===== src/rtl/alu_mul_seq_pkg.sv =====
// -----------------------------------------------------------------------------
// alu_mul_seq_pkg
// Shared definitions for the sequential shift-and-add multiplier and its ALU:
//   - alu_op_e : 4-bit ALU operation codes understood by alu_mul_seq_alu
//   - state_e  : control FSM state encoding used by alu_mul_seq
//   - DATA_W   : datapath width
// -----------------------------------------------------------------------------
package alu_mul_seq_pkg;

  localparam int DATA_W = 64;

  typedef enum logic [3:0] {
    ALU_AND   = 4'b0000,
    ALU_OR    = 4'b0001,
    ALU_ADD   = 4'b0010,
    ALU_LSL   = 4'b0011,
    ALU_LSR   = 4'b0100,
    ALU_SUB   = 4'b0110,
    ALU_PASSB = 4'b0111
  } alu_op_e;

  typedef enum logic [2:0] {
    S_IDLE = 3'd0,
    S_TEST = 3'd1,
    S_ADD  = 3'd2,
    S_SHL  = 3'd3,
    S_SHR  = 3'd4,
    S_DONE = 3'd5
  } state_e;

endpackage : alu_mul_seq_pkg


===== src/rtl/alu_mul_seq_alu.sv =====
// -----------------------------------------------------------------------------
// alu_mul_seq_alu
// Purely combinational 64-bit ALU shared by every arithmetic step of the
// multiplier.
// Ports:
//   i_alu_ctrl : operation select (alu_op_e)
//   i_bus_a    : first operand
//   i_bus_b    : second operand / shift amount (low 6 bits) / pass-through value
//   o_bus_w    : result
//   o_zero     : high when o_bus_w is all zeros
// -----------------------------------------------------------------------------
module alu_mul_seq_alu
  import alu_mul_seq_pkg::*;
(
  input  alu_op_e             i_alu_ctrl,
  input  logic [DATA_W-1:0]   i_bus_a,
  input  logic [DATA_W-1:0]   i_bus_b,
  output logic [DATA_W-1:0]   o_bus_w,
  output logic                o_zero
);

  // NOTE: every output of a combinational block gets a default before the
  // case so that no path leaves it unassigned, which would infer a latch.
  always_comb begin
    o_bus_w = '0;
    unique case (i_alu_ctrl)
      ALU_AND:   o_bus_w = i_bus_a & i_bus_b;
      ALU_OR:    o_bus_w = i_bus_a | i_bus_b;
      ALU_ADD:   o_bus_w = i_bus_a + i_bus_b;
      // Shift amount is the low 6 bits of BusB, enough for 0..63.
      ALU_LSL:   o_bus_w = i_bus_a << i_bus_b[5:0];
      ALU_LSR:   o_bus_w = i_bus_a >> i_bus_b[5:0];
      ALU_SUB:   o_bus_w = i_bus_a - i_bus_b;
      ALU_PASSB: o_bus_w = i_bus_b;
      default:   o_bus_w = '0;
    endcase
  end

  assign o_zero = (o_bus_w == '0);

endmodule : alu_mul_seq_alu


===== src/rtl/alu_mul_seq.sv =====
// -----------------------------------------------------------------------------
// alu_mul_seq
// Sequential 64x64 -> 64 (low half) shift-and-add multiplier. One ALU
// instance performs every operation; the FSM walks TEST -> (ADD -> SHL ->
// SHR)* -> DONE, consuming one multiplier bit per ADD/SHL/SHR round and
// stopping as soon as the remaining multiplier is zero.
// Ports:
//   CLK     : clock, all state changes on its rising edge
//   Reset   : synchronous active-high reset
//   Start   : request a multiply, sampled only in IDLE
//   MultA   : multiplicand, captured on the accepting edge
//   MultB   : multiplier, captured on the accepting edge
//   Product : registered low 64 bits of MultA*MultB, held until next request
//   Busy    : high in every state except IDLE
//   Done    : one-cycle pulse while in DONE; Product is valid then
// -----------------------------------------------------------------------------
module alu_mul_seq
  import alu_mul_seq_pkg::*;
(
  input  logic              CLK,
  input  logic              Reset,
  input  logic              Start,
  input  logic [63:0]       MultA,
  input  logic [63:0]       MultB,
  output logic [63:0]       Product,
  output logic              Busy,
  output logic              Done
);

  state_e              r_state;
  logic [DATA_W-1:0]   r_acc;
  logic [DATA_W-1:0]   r_mcand;
  logic [DATA_W-1:0]   r_mplier;
  logic [DATA_W-1:0]   r_product;
  logic                r_busy;
  logic                r_done;

  alu_op_e             w_alu_ctrl;
  logic [DATA_W-1:0]   w_bus_a;
  logic [DATA_W-1:0]   w_bus_b;
  logic [DATA_W-1:0]   w_bus_w;
  logic                w_zero;

  // ALU operand muxing. IDLE and DONE keep the ALU on PassB with zero
  // operands so the op code is always a defined value.
  always_comb begin
    w_alu_ctrl = ALU_PASSB;
    w_bus_a    = '0;
    w_bus_b    = '0;
    unique case (r_state)
      S_TEST: begin
        w_alu_ctrl = ALU_PASSB;
        w_bus_b    = r_mplier;
      end
      S_ADD: begin
        w_alu_ctrl = ALU_ADD;
        w_bus_a    = r_acc;
        w_bus_b    = r_mcand;
      end
      S_SHL: begin
        w_alu_ctrl = ALU_LSL;
        w_bus_a    = r_mcand;
        w_bus_b    = DATA_W'(1);
      end
      S_SHR: begin
        w_alu_ctrl = ALU_LSR;
        w_bus_a    = r_mplier;
        w_bus_b    = DATA_W'(1);
      end
      default: begin
        w_alu_ctrl = ALU_PASSB;
        w_bus_a    = '0;
        w_bus_b    = '0;
      end
    endcase
  end

  alu_mul_seq_alu u_alu (
    .i_alu_ctrl (w_alu_ctrl),
    .i_bus_a    (w_bus_a),
    .i_bus_b    (w_bus_b),
    .o_bus_w    (w_bus_w),
    .o_zero     (w_zero)
  );

  // Control FSM and datapath registers. Busy, Done and Product are registered
  // on the transition into their state so they line up with r_state.
  // NOTE: sequential state uses non-blocking assignments only, so every
  // register samples the pre-edge value of every other register.
  always_ff @(posedge CLK) begin
    if (Reset) begin
      r_state   <= S_IDLE;
      r_acc     <= '0;
      r_mcand   <= '0;
      r_mplier  <= '0;
      r_product <= '0;
      r_busy    <= 1'b0;
      r_done    <= 1'b0;
    end else begin
      r_done <= 1'b0;
      unique case (r_state)
        S_IDLE: begin
          if (Start) begin
            r_mcand  <= MultA;
            r_mplier <= MultB;
            r_acc    <= '0;
            r_busy   <= 1'b1;
            r_state  <= S_TEST;
          end
        end
        S_TEST: begin
          // A zero multiplier skips the loop; acc is already 0.
          if (w_zero) begin
            r_product <= r_acc;
            r_done    <= 1'b1;
            r_state   <= S_DONE;
          end else begin
            r_state <= S_ADD;
          end
        end
        S_ADD: begin
          if (r_mplier[0]) begin
            r_acc <= w_bus_w;
          end
          r_state <= S_SHL;
        end
        S_SHL: begin
          r_mcand <= w_bus_w;
          r_state <= S_SHR;
        end
        S_SHR: begin
          r_mplier <= w_bus_w;
          // Zero here means no set bits remain: acc holds the final product,
          // so latch it now and Product is valid during the Done pulse.
          if (w_zero) begin
            r_product <= r_acc;
            r_done    <= 1'b1;
            r_state   <= S_DONE;
          end else begin
            r_state <= S_ADD;
          end
        end
        S_DONE: begin
          // Start is deliberately not looked at here.
          r_busy  <= 1'b0;
          r_state <= S_IDLE;
        end
        default: begin
          r_busy  <= 1'b0;
          r_state <= S_IDLE;
        end
      endcase
    end
  end

  assign Product = r_product;
  assign Busy    = r_busy;
  assign Done    = r_done;

endmodule : alu_mul_seq


===== config.mk =====
export PLATFORM = sky130hd
export DESIGN_NAME = alu_mul_seq
export DESIGN_NICKNAME = d
export VERILOG_FILES = /design/src/rtl/alu_mul_seq_pkg.sv /design/src/rtl/alu_mul_seq_alu.sv /design/src/rtl/alu_mul_seq.sv
export SDC_FILE = /design/constraint.sdc
export NUM_CORES = 1
export LEC_CHECK = 0
export BUFFER_PORTS_ARGS = -buffer_cell sky130_fd_sc_hd__buf_2
export CAP_MARGIN = 15
export CORE_MARGIN = 5
export CORE_UTILIZATION = 46
export DETAILED_ROUTE_END_ITERATION = 8
export MAX_ROUTING_LAYER = met4
export PLACE_DENSITY = 0.75
export SYNTH_ARGS = -nofsm -noshare
export SYNTH_HDL_FRONTEND = slang
export SYNTH_SLANG_ARGS = --single-unit

===== constraint.sdc =====
create_clock -name CLK -period 19.8 [get_ports CLK]
set_input_delay 3.96 -clock CLK [delete_from_list [all_inputs] [get_ports CLK]]
set_output_delay 3.96 -clock CLK [all_outputs]
set_load 0.005 [all_outputs]

# Word level (Yosys, flattened, before mapping)
# Index checks and enable logic that the tools add are counted.
[op_classes]
n_eq_ne = 12
shifts = 2
n_mux = 17
bitwise_logic = 4
add_sub_neg = 2
n_reduce_logical = 15
[op_table]
columns = ["cell", "n"]
rows = [
  ["case mux 64 bit (7 select lines)", 1],
  ["case mux 64 bit (2 select lines)", 3],
  ["case mux 64 bit (3 select lines)", 2],
  ["2-to-1 mux 64 bit", 4],
  ["adder 64 bit", 1],
  ["AND 64 bit", 1],
  ["logical NOT 64 bit", 1],
  ["bitwise OR 64 bit", 1],
  ["<< shifter 64 x 6 -> 64 bit", 1],
  ["right shift 64 x 6 -> 64 bit", 1],
  ["subtractor 64 bit", 1],
  ["equality test 3 x 2 -> 1 bit, second input constant", 4],
  ["equality test 3 bit, second input constant", 4],
  ["case mux 3 bit (4 select lines)", 1],
  ["case mux 3 bit (3 select lines)", 1],
  ["AND reduction 2 bit", 4],
  ["equality test 3 x 1 -> 1 bit, second input constant", 2],
  ["2-to-1 mux 3 bit", 2],
  ["nonzero test 2 bit", 3],
  ["OR reduction 2 bit", 3],
  ["logical NOT 4 bit", 1],
  ["!= test 2 bit, second input constant", 2],
  ["OR reduction 4 bit", 1],
  ["logical NOT 3 bit", 1],
  ["4 further kinds", 6],
]
[word_totals]
regBits = 261

# Longest topological paths before layout
# Gate-level depths: netlist (run 1).
[depth]
depth_word = 8
depth_mapped = 36
ltp_nobuf = 27

# Hierarchy
# From an unflattened synthesis (run 1), not the netlist that was laid out.
[hier_totals]
hier_cells = 3787
hier_area_um2 = 29937.5
[modules_own_cells]
columns = ["mod", "n_inst", "cells_each", "area_each_um2"]
rows = [
  ["alu_mul_seq_alu", 1, 2306, 16975.0],
  ["alu_mul_seq", 1, 1481, 12962.4],
]

# Worst setup path after synthesis (run 1)
# No wires, ideal clock.
[synth_timing]
path_type = "register -> register"
from = "register r_state[0]"
to = "register r_product[27] (netlist: Product[27])"
period_less_slack_ps = 7200
t_arrival_ps = 7068
path_slack_ps = 12600
required_ps = 19668
setup_ps = 132
path_stages_with_launch = 34
cell_sequence = "dfxtp_1 buf_4 buf_6 nor3b_1 clkbuf_1 clkbuf_1 clkbuf_1 buf_2 or2_2 inv_1 ha_1 and4b_1 clkbuf_1 nand3_1 nor2_1 nand2_1 nor3_4 nand3_2 or3_4 or4_1 xor2_1 ha_1 clkbuf_1 a21o_1 a21o_1 a211o_1 a211o_1 o21ai_0 xnor2_1 a2111oi_2 nand3_1 clkbuf_1 o21ai_0 a21oi_1"
[synth_via]
elab_chain_len = 7
elab_cells_between_ends = 25
cone_classes = "add/sub: 2; eq/ne: 10; shift: 2; mux: 4; bitwise: 2; reduce/logical: 5"
[synth_rtl]
columns = ["element", "line_no", "text"]
rows = [
  ["start: declaration", "alu_mul_seq.sv:30", "state_e r_state;"],
  ["start signal: assignment", "alu_mul_seq.sv:92", "r_state <= S_IDLE;"],
  ["start signal: assignment", "alu_mul_seq.sv:108", "r_state <= S_TEST;"],
  ["start signal: assignment", "alu_mul_seq.sv:116", "r_state <= S_DONE;"],
  ["equality test 3 bit / equality test 3 x 2 -> 1 bit (equally long branches)", "alu_mul_seq.sv:50, alu_mul_seq.sv:101", ""],
  ["OR reduction 2 bit (no source line)", "n/a", ""],
  ["case mux 64 bit (3 select lines)", "alu_mul_seq.sv:50", "unique case (r_state)"],
  ["subtractor 64 bit (tied with other cells)", "alu_mul_seq_alu.sv:33", "ALU_SUB: o_bus_w = i_bus_a - i_bus_b;"],
  ["case mux 64 bit (7 select lines)", "alu_mul_seq_alu.sv:26", "unique case (i_alu_ctrl)"],
  ["logical NOT 64 bit", "alu_mul_seq_alu.sv:39", "assign o_zero = (o_bus_w == '0);"],
  ["AND reduction 2 bit (no source line) *", "n/a", ""],
  ["end signal: assignment", "alu_mul_seq.sv:114", "r_product <= r_acc;"],
  ["end signal: assignment", "alu_mul_seq.sv:136", "r_product <= r_acc;"],
  ["end: declaration", "alu_mul_seq.sv:34", "logic [DATA_W-1:0] r_product;"],
]
# Every way passes the cells marked *; elsewhere a longest branch is shown, timed or not.
# A chain may end at the register's enable or synchronous reset.

# Final worst setup path (run 1)
[layout_timing]
from = "register r_state[0]"
to = "register r_product[32] (netlist: Product[32])"
# Same word-level chain as after synthesis.

==> flow_summary.toml, run 1 <==
[critical_path]
reg2reg_depth = 26
r2r_slack_ps = 9310
endpoint_kind = "flop"
criticalPathCategory = "reg2reg"
required_ps = 20340
r2r-end = "Product[32]"
critPathTopFamily = "simple AND/OR/NAND/NOR gates"
reg2reg_from = "r_state[0]"
cp-start-kind = "flop"
worstPathArrival_ps = 11030
critPathMaxFanout = 70
crit_buf_inv = 3
slowest_stage = "nor3_1"
slowest_delay_ps = 860

[clocking]
ctsLongestPathBuffers = 3
post_cts_resized = 0
hold_buffers = 0
cts_setup_buffers = 0
clock_latency_ps = 630
cts_buffers = 30
cts_root_buf = "clkbuf_16"
clkSinkCount = 261
h-tree-depth = 1
cts_tree = "built"
clk_pin_slew_ps = 70

[sta]
drv_slew = 0
setup_viol = 0
period_needed_ps = 10490
hold_violations = 0
fmax_mhz = 95.3
fin_skew_ps = 59.2
slew_headroom = 0.150
rsz0062_at_grt = "false"
min_period_over_period = 0.530
tightest_slew_ps = 1260
setup-tns-final_ps = 0

[floorplan]
dieHeight_um = 218
die_area_mm2 = 0.0476
start_util = 0.464
rows = 76
core_region_area_mm2 = 0.0430
pin_count = 197
dieWidth_um = 218

[placed_design]
numPortBuffers = 196
gp_congestion = 1.06
dp_hpwl_um = 64200
dp.cells = 3352

[power_and_ir_drop]
swShare = 0.405
p_int_uw = 1130
power_frac_seq = 0.306
clkPwrFrac = 0.318
p_sw_uw = 771
peakVddDrop_mv = 0.0734
power_frac_comb = 0.376
total_leakage_power_uw = 0.00808
power_density_mw_per_mm2 = 85.9

[synth]
ys_ff_latch = 261
synth_area_mm2 = 0.0200
yosys_warnings = 0
synth_fp_nets = 2969
avgSynthCellArea_um2 = 7.20
synth_flop_cell = "dfxtp_1"
ys_async_sr_fraction = 0
synth-edff-count = 0
seq_area_frac_synth = 0.262
synthDistinctLibCells = 83
syn_inst = 2772

[job]
cap_violations = 0

[global_route]
grt_max_degree = 104
grtUsageTotal = 0.352
grt_pass1_vias = 21000
antenna_found_initial = 1
grt_pass1_wl_um = 129000
overflow = 0

[routing]
post_drt_wl_per_cell_um = 25.2
vias = 22900
wirelength_um = 85900
drt_iter0_markers = 2951
antenna_left = 0
drc_errors = 0
viasPerCell = 6.71
dr.pass1.iters = 8

[status]
status = "finished clean"

[finish]
areaGrowthSynthToFinish_pct = 11.1
fin_nets = 2998
num-fill-cells = 4259
drive_gt1_frac = 0.118
final_cell_mix = "411 x nand2_1, 338 x a21oi_1, 258 x dfxtp_1, 246 x o21ai_0, 195 x buf_2"
final_util = 0.516
fin_cells = 3409
final_common_cell = "nand2_1"

[worst_hold_path]
whs_endpoint = "Product[45]"
hold_start = "Product[45]"
holdCritPathClass = "reg2reg"
hold_depth = 2
[worst register-to-register path: stages, from the launching register on]
cell and delay [ps]:
dfxtp_4 670, buf_4 750, nor3b_2 160, buf_4 430
nor3b_1 620, nand4b_1 490, nor3_1 860, nand2_1 310
nor2_1 350, and2_1 310, nand2_1 150, nor3_1 230
xor2_1 100, ha_1 440, nand4_1 350, nor3_1 730
nand2_1 160, a211oi_1 680, nor4b_1 240, mux2i_1 170
nor2_1 330, nand4_1 140, nor4_1 450, and4b_2 290
buf_4 530, nand4_1 240, a21oi_1 220
[flip-flops by register name, indices dropped and copies added, names as in the netlist]
register / count
r_mcand: 64
Done: 1
Product: 64
r_mplier: 64
r_state: 3
Busy: 1
r_acc: 64
[cell type report]
cell class	instances	area [µm²]	area share
timing repair buffer	233	1310	0.0592
sequential	261	5230	0.236
inverter	23	86.3	0.00389
multi-input combinational	2252	13700	0.619
clock inverter	15	218	0.00982
antenna	1	2.50	0.000113
tap	585	732	0.0330
clock buffer	39	855	0.0385
[routing by layer]
metal | vias to the layer above | share of wire | track usage
met5 | - | 0 | -
met4 | 0 | 0.037 | 0.0992
met3 | 199 | 0.12 | 0.0770
met2 | 1416 | 0.42 | 0.508
met1 | 10900 | 0.42 | 0.496
li1 | 10300 | - | -
[through the flow]
stage	setup slack, ps	cell area, µm²	power [µW]	hold WS (ps)
2_1_floorplan	12600	20000	1080	449
3_3_place_gp	9820	21000	1270	460
3_5_place_dp	9720	21100	1280	466
4_1_cts	9660	22100	1880	475
5_1_grt	9120	22200	1980	487
6_report	9310	22200	1900	473
[synthesized netlist by cell type, types with 10 or more instances]
library cell,number,area [µm²]
nand2_1,412,1550
a21oi_1,339,1700
dfxtp_1,261,5230
o21ai_0,246,1230
clkbuf_1,167,627
nor2_1,138,518
mux2i_1,134,1340
nand4_1,111,694
nand3b_1,87,653
a31oi_1,86,538
a22oi_1,83,623
nand3_1,75,375
nor3_1,66,330
ha_1,65,813
xnor2_1,56,490
buf_2,45,225
xor2_1,41,359
inv_1,22,82.6
o211ai_1,20,150
a21o_1,18,135
nor4_1,18,113
a211oi_1,17,128
o21a_1,16,120
or3_1,14,87.6
and3_1,13,81.3
buf_1,13,48.8
nand2b_1,12,75.1
o221ai_1,12,105
nor2b_1,10,62.6
o21ai_1,10,50.1
[kinds of logic after synthesis]
logic type                 count (synthesis)  share of synthesized area
and+or+nand+nor                         1006                      0.248
AOI/OAI and AO/OA                        946                      0.284
DFF                                      261                      0.262
buffers and inverters                    259                     0.0537
muxes                                    137                     0.0689
xor gates and xnor gates                  97                     0.0426
adders and majority gates                 66                     0.0418
[how the worst max path moves through the flow]
stage                     startpoint           to  slack (ps)  depth (start not counted)
after detailed placement  r_state[0]  Product[32]        9720                         26
after global placement    r_state[0]  Product[51]        9820                         26
after global routing      r_state[0]  Product[27]        9120                         26
after CTS                 r_state[0]  Product[32]        9660                         26
final                     r_state[0]  Product[32]        9310                         26
after floorplan           r_state[0]  Product[27]       12600                         33
[power groups by stage]
stage	Clock, µW	Sequential [µW]	Combinational [µW]
global route	632	584	769
floorplan	0	572	505
detailed placement	0	591	684
global placement	0	591	678
CTS	611	580	688
finish	605	582	717
No activity file was read; power rests on OpenSTA's default activity.
==> run 2: changes to the inputs <==
--- a/config.mk
+++ b/config.mk
@@ -5,13 +5,14 @@
 export SDC_FILE = /design/constraint.sdc
 export NUM_CORES = 1
 export LEC_CHECK = 0
+export ABC_AREA = 1
 export BUFFER_PORTS_ARGS = -buffer_cell sky130_fd_sc_hd__buf_2
 export CAP_MARGIN = 15
 export CORE_MARGIN = 5
 export CORE_UTILIZATION = 46
 export DETAILED_ROUTE_END_ITERATION = 8
 export MAX_ROUTING_LAYER = met4
-export PLACE_DENSITY = 0.75
+export PLACE_DENSITY = 0.77
 export SYNTH_ARGS = -nofsm -noshare
 export SYNTH_HDL_FRONTEND = slang
 export SYNTH_SLANG_ARGS = --single-unit
==> constraint.sdc (replaced) <==
create_clock -name CLK -period 8.61 [get_ports CLK]
set_input_delay 1.722 -clock CLK [delete_from_list [all_inputs] [get_ports CLK]]
set_output_delay 1.722 -clock CLK [all_outputs]
set_load 0.005 [all_outputs]
==> run 2 against run 1 <==
Against the previous run: final cell count is 28% higher; worst hold slack worse by 7.3 ps; synthesized area is 2.8% higher; die area is 2.7% higher; clock power is 110% higher; critical path depth is 17 higher.
==> flow_summary.toml, run 2 <==
[status]
status = "finished clean"

[synth]
ys_ff_latch = 261
yosys_warnings = 0
ys_async_sr_fraction = 0
synth_top_area_cell = "dfxtp_1"
synthDistinctLibCells = 50
syn_inst = 3626
synth_area_mm2 = 0.0205
synth-edff-count = 0
synth_area_leaders = "dfxtp_1 25%, nand2_1 25%, inv_1 9.9%, nand3_1 6.3%, nor2_1 6.3%"
synth_fp_nets = 3823
avgSynthCellArea_um2 = 5.66
synth_common_cells = "1,340 x nand2_1, 542 x inv_1, 344 x nor2_1"
yosysTopAreaCellShare = 0.255
synth.most_common_cell = "nand2_1"
synth_flop_cell = "dfxtp_1"
seq_area_frac_synth = 0.255

[floorplan]
core_region_area_mm2 = 0.0441
rows = 77
dieHeight_um = 221
start_util = 0.465
die_area_mm2 = 0.0489
pin_count = 197
dieWidth_um = 221

[routing]
viasPerCell = 5.37
dr.pass1.iters = 6
vias = 23400
drc_errors = 0
wirelength_um = 77300
post_drt_wl_per_cell_um = 17.8
antenna_left = 0
drt_iter0_markers = 2337

[power_and_ir_drop]
power_density_mw_per_mm2 = 271
total_leakage_power_uw = 0.0117
peakVddDrop_mv = 0.173

[finish]
antenna_cells = 0
areaGrowthSynthToFinish_pct = 11.3
final_cell_mix = "1,339 x nand2_1, 541 x inv_1, 341 x nor2_1, 261 x dfxtp_1, 258 x nand3_1"
drive_gt1_frac = 0.0822
fin_nets = 3938
fin_cells = 4353
final_common_cell = "nand2_1"

[global_route]
overflow = 0
grt_pass1_vias = 21600
antenna_found_initial = 0
grt_max_degree = 92
grtUsageTotal = 0.307
grt_pass1_wl_um = 121000

[critical_path]
slowest_stage = "dfxtp_1"
endpoint_kind = "flop"
r2r_slack_ps = 1260
critPathMaxFanout = 74
cp-start-kind = "flop"
slowest_delay_ps = 530
required_ps = 9060
crit_top_cell = "nand2_1"
criticalPathCategory = "reg2reg"
worstPathArrival_ps = 7800

[sta]
setup_viol = 0
hold_violations = 0
min_period_over_period = 0.853
fin_skew_ps = 11.8
drv_slew = 0
period_needed_ps = 7350
slew_headroom = 0.356
fmax_mhz = 136
tightest_slew_ps = 966
setup-tns-final_ps = 0
rsz0062_at_grt = "false"
whs_ps = 465

[placed_design]
gp_congestion = 1.04
dp_hpwl_um = 60600
numPortBuffers = 196
dp.cells = 4303

[clocking]
clkSinkCount = 261
clk_pin_slew_ps = 60
cts_root_buf = "clkbuf_16"
post_cts_resized = 0
hold_buffers = 0
cts_buffers = 28
cts_tree = "built"
ctsLongestPathBuffers = 3
cts_setup_buffers = 0
h-tree-depth = 1
clock_latency_ps = 570

[worst_hold_path]
holdCritPathClass = "reg2reg"

[job]
cap_violations = 0
==> run 2: per-stage QoR <==
stage	utilization	total power (µW)	cell area (µm²)	setup slack [ps]
after floorplan	-	3790	20500	3310
after global placement	0.495	4830	21900	1590
after detailed placement	0.495	4840	21900	1370
after CTS	0.517	6120	22800	1330
after global routing	0.517	6600	22800	673
final	0.517	6190	22800	1260
==> run 2: layer usage <==
metal  vias to the layer above  part of all wire  wire length (µm)  GRT usage
met5                         -                 0                 0          -
met4                         0             0.023              1780     0.0678
met3                       105             0.073              5610     0.0309
met2                       898              0.45             34500      0.486
met1                     10700              0.46             35400      0.429
li1                      11700                 -                 -          -
==> run 2: final cells by class <==
cell class                      count  area, µm²
Fill cell                        4813      21300
Clock inverter                      6       88.8
Inverter                          545       2050
Timing Repair Buffer              222       1200
Sequential cell                   261       5230
Clock buffer                       44        882
Tap cell                          592        741
Multi-Input combinational cell   2683      12600
==> run 2: worst max-delay path, delay by kind of cell (launching register included) <==
kind                       cells  cell delay [ps]
AOI/OAI and AO/OA              1               80
and+or+nand+nor               33             4980
DFF                            1              530
xor gates and xnor gates       1              180
buffers and inverters          6              820
adders and majority gates      2              560
==> run 2: kinds of logic (layout without fill, tap and decap cells) <==
family | after synthesis | count (layout) | synth area share
compound gates | 462 | 462 | 0.128
xor+xnor | 58 | 58 | 0.0248
fa+ha+maj | 66 | 66 | 0.0406
buf+inv | 682 | 817 | 0.131
flops | 261 | 261 | 0.255
simple gates | 2097 | 2097 | 0.420
==> run 2: path summary, 6_finish.rpt <==
check,from,end,cells after the start
worst max-delay path,r_state[1],Product[22],43
worst min-delay path,r_mcand[56],r_mcand[56],2
worst max register to register,r_state[1],Product[22],43
worst min register to register,r_mcand[56],r_mcand[56],2
==> run 2: where the power goes <==
group / switching (µW) / total, µW / internal (µW)
clock: 514 / 1270 / 758
combinational: 2510 / 3520 / 1020
sequential: 78.9 / 1400 / 1320
total: 3100 / 6190 / 3090
